$ cat src/rtl/mem_port_arbiter.sv
// mem_port_arbiter: shares one external single-port memory between IF fetches and MEM loads/stores.
// Optional ARB_ROUND_ROBIN_EN alternates grants under contention; default is fixed MEM-over-IF priority.
module mem_port_arbiter #(
    parameter int ADDR_W = 32,
    parameter int DATA_W = 32
) (
    input  logic              clk,
    input  logic              rst,
    input  logic              if_req,
    input  logic [ADDR_W-1:0] if_addr,
    output logic [DATA_W-1:0] if_rdata,
    output logic              if_ready,
    input  logic              mem_r_en,
    input  logic              mem_w_en,
    input  logic [ADDR_W-1:0] mem_addr,
    input  logic [DATA_W-1:0] mem_wdata,
    output logic [DATA_W-1:0] mem_rdata,
    output logic              mem_ready,
    output logic              ext_req,
    output logic              ext_we,
    output logic [ADDR_W-1:0] ext_addr,
    output logic [DATA_W-1:0] ext_wdata,
    input  logic [DATA_W-1:0] ext_rdata,
    input  logic              ext_ack
);
    localparam logic [2:0] IDLE     = 3'd0;
    localparam logic [2:0] IF_ACC   = 3'd1;
    localparam logic [2:0] MEM_ACC  = 3'd2;
    localparam logic [2:0] IF_DONE  = 3'd3;
    localparam logic [2:0] MEM_DONE = 3'd4;
    logic [2:0] state;
    logic       mem_pend;
    logic       grant_mem;
    assign mem_pend = mem_r_en | mem_w_en;
`ifdef ARB_ROUND_ROBIN_EN
    logic last_grant;
    // last_grant: 1 = MEM, 0 = IF; under contention the other side wins
    assign grant_mem = mem_pend & (~if_req | ~last_grant);
`else
    assign grant_mem = mem_pend;
`endif
    always_ff @(posedge clk or negedge rst) begin
        if (!rst) begin
            state     <= IDLE;
            ext_req   <= 1'b0;
            ext_we    <= 1'b0;
            ext_addr  <= '0;
            ext_wdata <= '0;
            if_ready  <= 1'b0;
            mem_ready <= 1'b0;
            if_rdata  <= '0;
            mem_rdata <= '0;
`ifdef ARB_ROUND_ROBIN_EN
            last_grant <= 1'b0;
`endif
        end else begin
            if_ready  <= 1'b0;
            mem_ready <= 1'b0;
            case (state)
                IDLE: begin
                    if (grant_mem) begin
                        ext_addr  <= mem_addr;
                        ext_wdata <= mem_wdata;
                        ext_we    <= mem_w_en;
                        ext_req   <= 1'b1;
                        state     <= MEM_ACC;
`ifdef ARB_ROUND_ROBIN_EN
                        last_grant <= 1'b1;
`endif
                    end else if (if_req) begin
                        ext_addr <= if_addr;
                        ext_we   <= 1'b0;
                        ext_req  <= 1'b1;
                        state    <= IF_ACC;
`ifdef ARB_ROUND_ROBIN_EN
                        last_grant <= 1'b0;
`endif
                    end
                end
                IF_ACC: begin
                    if (ext_ack) begin
                        ext_req  <= 1'b0;
                        if_rdata <= ext_rdata;
                        if_ready <= 1'b1;
                        state    <= IF_DONE;
                    end
                end
                MEM_ACC: begin
                    if (ext_ack) begin
                        ext_req   <= 1'b0;
                        mem_ready <= 1'b1;
                        state     <= MEM_DONE;
                        if (!ext_we) mem_rdata <= ext_rdata;
                    end
                end
                default: state <= IDLE;
            endcase
        end
    end
endmodule

$ cat config.mk
export PLATFORM = sky130hd
export DESIGN_NAME = mem_port_arbiter
export DESIGN_NICKNAME = d
export VERILOG_FILES = /design/src/rtl/mem_port_arbiter.sv
export SDC_FILE = /design/constraint.sdc
export NUM_CORES = 1
export LEC_CHECK = 0
export CORE_AREA = 2 2 115 117
export CTS_CLUSTER_DIAMETER = 150
export DETAILED_ROUTE_END_ITERATION = 8
export DIE_AREA = 0 0 117 119
export PLACE_DENSITY = 0.84
export RECOVER_POWER = 25
export SYNTH_ARGS = -nofsm -noshare
export SYNTH_HDL_FRONTEND = slang
export SYNTH_SLANG_ARGS = --single-unit
$ cat constraint.sdc
create_clock -name clk -period 2.7 [get_ports clk]
set_clock_uncertainty 0.05 [all_clocks]
set_input_delay 0.81 -clock clk [delete_from_list [all_inputs] [get_ports clk]]
set_output_delay 0.81 -clock clk [all_outputs]
set_load 0.02 [all_outputs]
* Word-level counts from Yosys, hierarchy flattened
Index checks and enable logic that the tools add are counted.
Word-level totals: register bits after elaboration 135, input port bits 134, output and inout port bits 132, word-level logic and storage cells 43
Cells by class: equality and inequality tests 6, mux-type cells 16, bitwise logic cells 2, reduce and logical (&&, ||, !) cells 10
Operators with widths (count):
- $mux 32 | 2
- $mux 3 | 4
- $pmux 3 s3 | 1
- $reduce_and 3->1 | 3
- $mux 1 | 8
- $reduce_and 2->1 | 3
- $ne 2x2->1 const B | 2
- $reduce_bool 2->1 | 2
- $eq 3x1->1 const B | 1
- $eq 3x2->1 const B | 1
- $logic_not 3->1 | 1
- $ne 3x3->1 const B | 1
- $ne 2x1->1 const B | 1
- $pmux 1 s2 | 1
- $reduce_or 2->1 | 1
- $not 1->1 | 1
- $or 1x1->1 | 1

* Longest topological paths before layout
depth in word-level cells 4, mapped depth 6, gate-level depth less buffers 3

* Worst setup path before layout
No wires, ideal clock.
path type input -> register, start input mem_w_en, end register ext_addr[10], setup time 0.125 ns, arrival time 1.817 ns, data required time 2.525 ns, path slack 0.709 ns, stages 4, path buffers 1, path through nor2_2 -> buf_2 -> mux2_2 -> mux2_2
On the way: word-level cells in the longest chain between the ends 3, elaborated cells on any way between the ends 4, those cells by class mux: 1; bitwise: 1; reduce/logical: 2
RTL lines:
- from (decl) | RTL line 14 | input logic mem_w_en,
- $or 1x1->1 * | RTL line 34 | assign mem_pend = mem_r_en | mem_w_en;
- $reduce_bool 2->1 (no line)
- $reduce_and 2->1 (no line)
- to (signal assigned) | RTL line 62 | ext_addr <= mem_addr;
- to (signal assigned) | RTL line 71 | ext_addr <= if_addr;
- to (decl) | RTL line 21 | output logic [ADDR_W-1:0] ext_addr,
Mark *: on every way between the ends. The rest lies on a longest branch, timed or not. A chain may end at the register's enable or synchronous reset.

* Worst setup path in the final report
start register ext_we, end output ext_we
RTL lines:
- from (decl) | RTL line 20 | output logic ext_we,
- from (signal assigned) | RTL line 64 | ext_we <= mem_w_en;
No word-level cell between the ends.

==> impl_metrics.toml <==
[synthesis]
synth-edff-count = 0
synth_cell_type_count = 22
synth_most_common_cell = "mux2_2"
synth-seq-cells = 135
synth_common_cells = "mux2_2, dfrtp_1, buf_6"
synth_seq_area_share_pct = 61.4
syn_avg_cell_area_um2 = 16.6
synth_top_area_share_pct = 61.4
syn_inst = 331
synthArstFlopShare_pct = 100
syn_area_mm2 = 0.00551
ys.flop_type = "dfrtp_1"
synthesis.nets = 465
synth_top_area_cell = "dfrtp_1"
yosys_warnings = 0
synth_area_leaders = "dfrtp_1, mux2_2, buf_6"

[cells_and_area]
finalNetCount = 739
final_cell_area_mm2 = 0.00894
n_antenna_cell = 0
fin_cells = 794
num-fill-cells = 898
layout-drive-gt1-share_pct = 32.8
syn_to_final_growth_pct = 62.5

[die]
io_pins = 266
initial_utilization_pct = 42.8
die_w_um = 117
die_y_um = 119
fp-row-count = 42
dieArea_mm2 = 0.0139
coreArea_mm2 = 0.0129

[min_path]
min_delay_path_depth = 1
hp-class = "flop to flop"

[clock_tree]
post_cts_buffers = 0
clk_latency_ns = 0.41
ctsResizeCount = 0
clockRootBuffer = "clkbuf_16"
clk_path_buf_depth = 2
cts_sinks = 135
cts_tree = "built"
h-tree-depth = 4
clkSlewWorstSetupHoldPaths_ns = 0.06
numCtsBuffers = 17
hold_buffers = 0

[routing]
routed_via_density = 4.79
vias = 3807
wl_per_cell_um = 17.6
routed_wl_um = 14000
drc_errors = 0
drtPass1Iterations = 4
postRouteAntennaNets = 0
drt_iter0_markers = 130

[place]
io_buffers = 265
dp_hpwl_um = 10200
place_inst = 762
placed_area_mm2 = 0.00837
place.gp.congestion = 0.718

[critical_path]
worstReg2RegStart = "state[0]"
worst_r2r_endpoint = "ext_addr[26]"
worstRegToRegCells = 4
crit_arrival_ns = 1.47
path_buf_inv = 1
worst-path-stages = 1
cp-endpoint = "ext_we"
reg2reg_slack_ns = 0.81
critPathMaxFanout = 3
critPathMaxStageDelay_ns = 0.66
crit_family = "buffers and inverters"
crit_path_start_kind = "flop"
crit_chain = "clkdlybuf4s50_1"
slowest_stage = "clkdlybuf4s50_1"
worstSetupStartpoint = "ext_we"
worstPathRequired_ns = 1.84
crit_type = "flop to output port"
end_kind = "output port"

[sta]
report.final.hold_viol_count = 0
maxSlewHeadroom_pct = 34.8
hold_slack_ns = 0.435
setup_viol = 0
period_minus_slack_ns = 2.33
timing.fmax_mhz = 428
worstMarginPinSlew_ns = 0.978
fin_tns_setup_ns = 0
drv_slew = 0
rsz0062_at_grt = "no"
post-route-period-util_pct = 86.5

[power_and_ir_drop]
leakagePower_uw = 0.00369
power_density_mw_per_mm2 = 1260
total_power_uw = 11300
ir_drop_mv = 0.923

[global_route]
antenna_found_initial = 0
grt_first_pass_wirelength_um = 21400
grt_util_all_layers_pct = 20.1
overflow = 0
grt_max_degree = 69
grt_pass1_vias = 4133

[job]
maxCapViolCount = 0

[run_status]
status = "finished clean"
## sequential cells by signal (all words and copies together), names as in the netlist
register and flops:
state 3, mem_ready 1, ext_we 1, if_rdata 32, mem_rdata 32, if_ready 1
ext_wdata 32, ext_req 1, ext_addr 32
## cell type report
cell class                 count  area, um^2  area share (%)
multi-input combinational    178        1980            22.1
timing repair buffer         273        2770            30.9
sequential                   135        3380            37.8
clock inverter                15         176            1.97
tap                          176         220            2.46
clock buffer                  17         425            4.76
## stage by stage
stage	util (%)	setup slack [ns]
2_1_floorplan	-	0.709
5_1_grt	69.5	0.198
3_3_place_gp	65.0	0.158
6_report	69.5	0.365
3_5_place_dp	65.0	0.109
4_1_cts	69.7	0.345
## worst min-delay path by stage
| stage | endpoint | start | slack (ns) |
|---|---|---|---|
| 3_5_place_dp | mem_rdata[30] | mem_rdata[30] | 0.43 |
| 5_1_grt | mem_rdata[30] | mem_rdata[30] | 0.46 |
| 2_1_floorplan | state[0] | state[2] | 0.45 |
| 6_report | mem_rdata[30] | mem_rdata[30] | 0.44 |
| 4_1_cts | mem_rdata[19] | rst | 0.33 |
| 3_3_place_gp | mem_rdata[30] | mem_rdata[30] | 0.42 |
## cells in the final DEF, fill, tap and decap left out, types with 2 or more instances in the layout
cell type	count
clkbuf_2	2
clkbuf_16	17
nor3b_1	2
mux2_1	5
bufinv_16	3
clkinvlp_4	3
clkdlybuf4s50_1	264
inv_6	4
clkinv_2	4
buf_12	5
dfrtp_1	135
mux2_2	156
## layer usage
layer	routed length, um	vias up	global-route usage, %
met5	0	-	0
met4	182	0	6.62
met3	1390	16	7.48
met2	7310	170	36.3
met1	5130	1878	21.4
li1	-	1743	-
## report_power, final
part | internal [uW] | total (uW) | switching, uW
registers | 3040 | 3610 | 569
logic | 2940 | 5340 | 2390
clock network | 1460 | 2350 | 891
## kinds of logic after synthesis
| group | share of synthesized area (%) |
|---|---|
| buf+inv | 2.75 |
| mux | 32.9 |
| xor+xnor | 0.159 |
| flops | 61.4 |
| compound gates | 0.659 |
| simple gates | 2.14 |
Power figures use the tool's default switching activity.
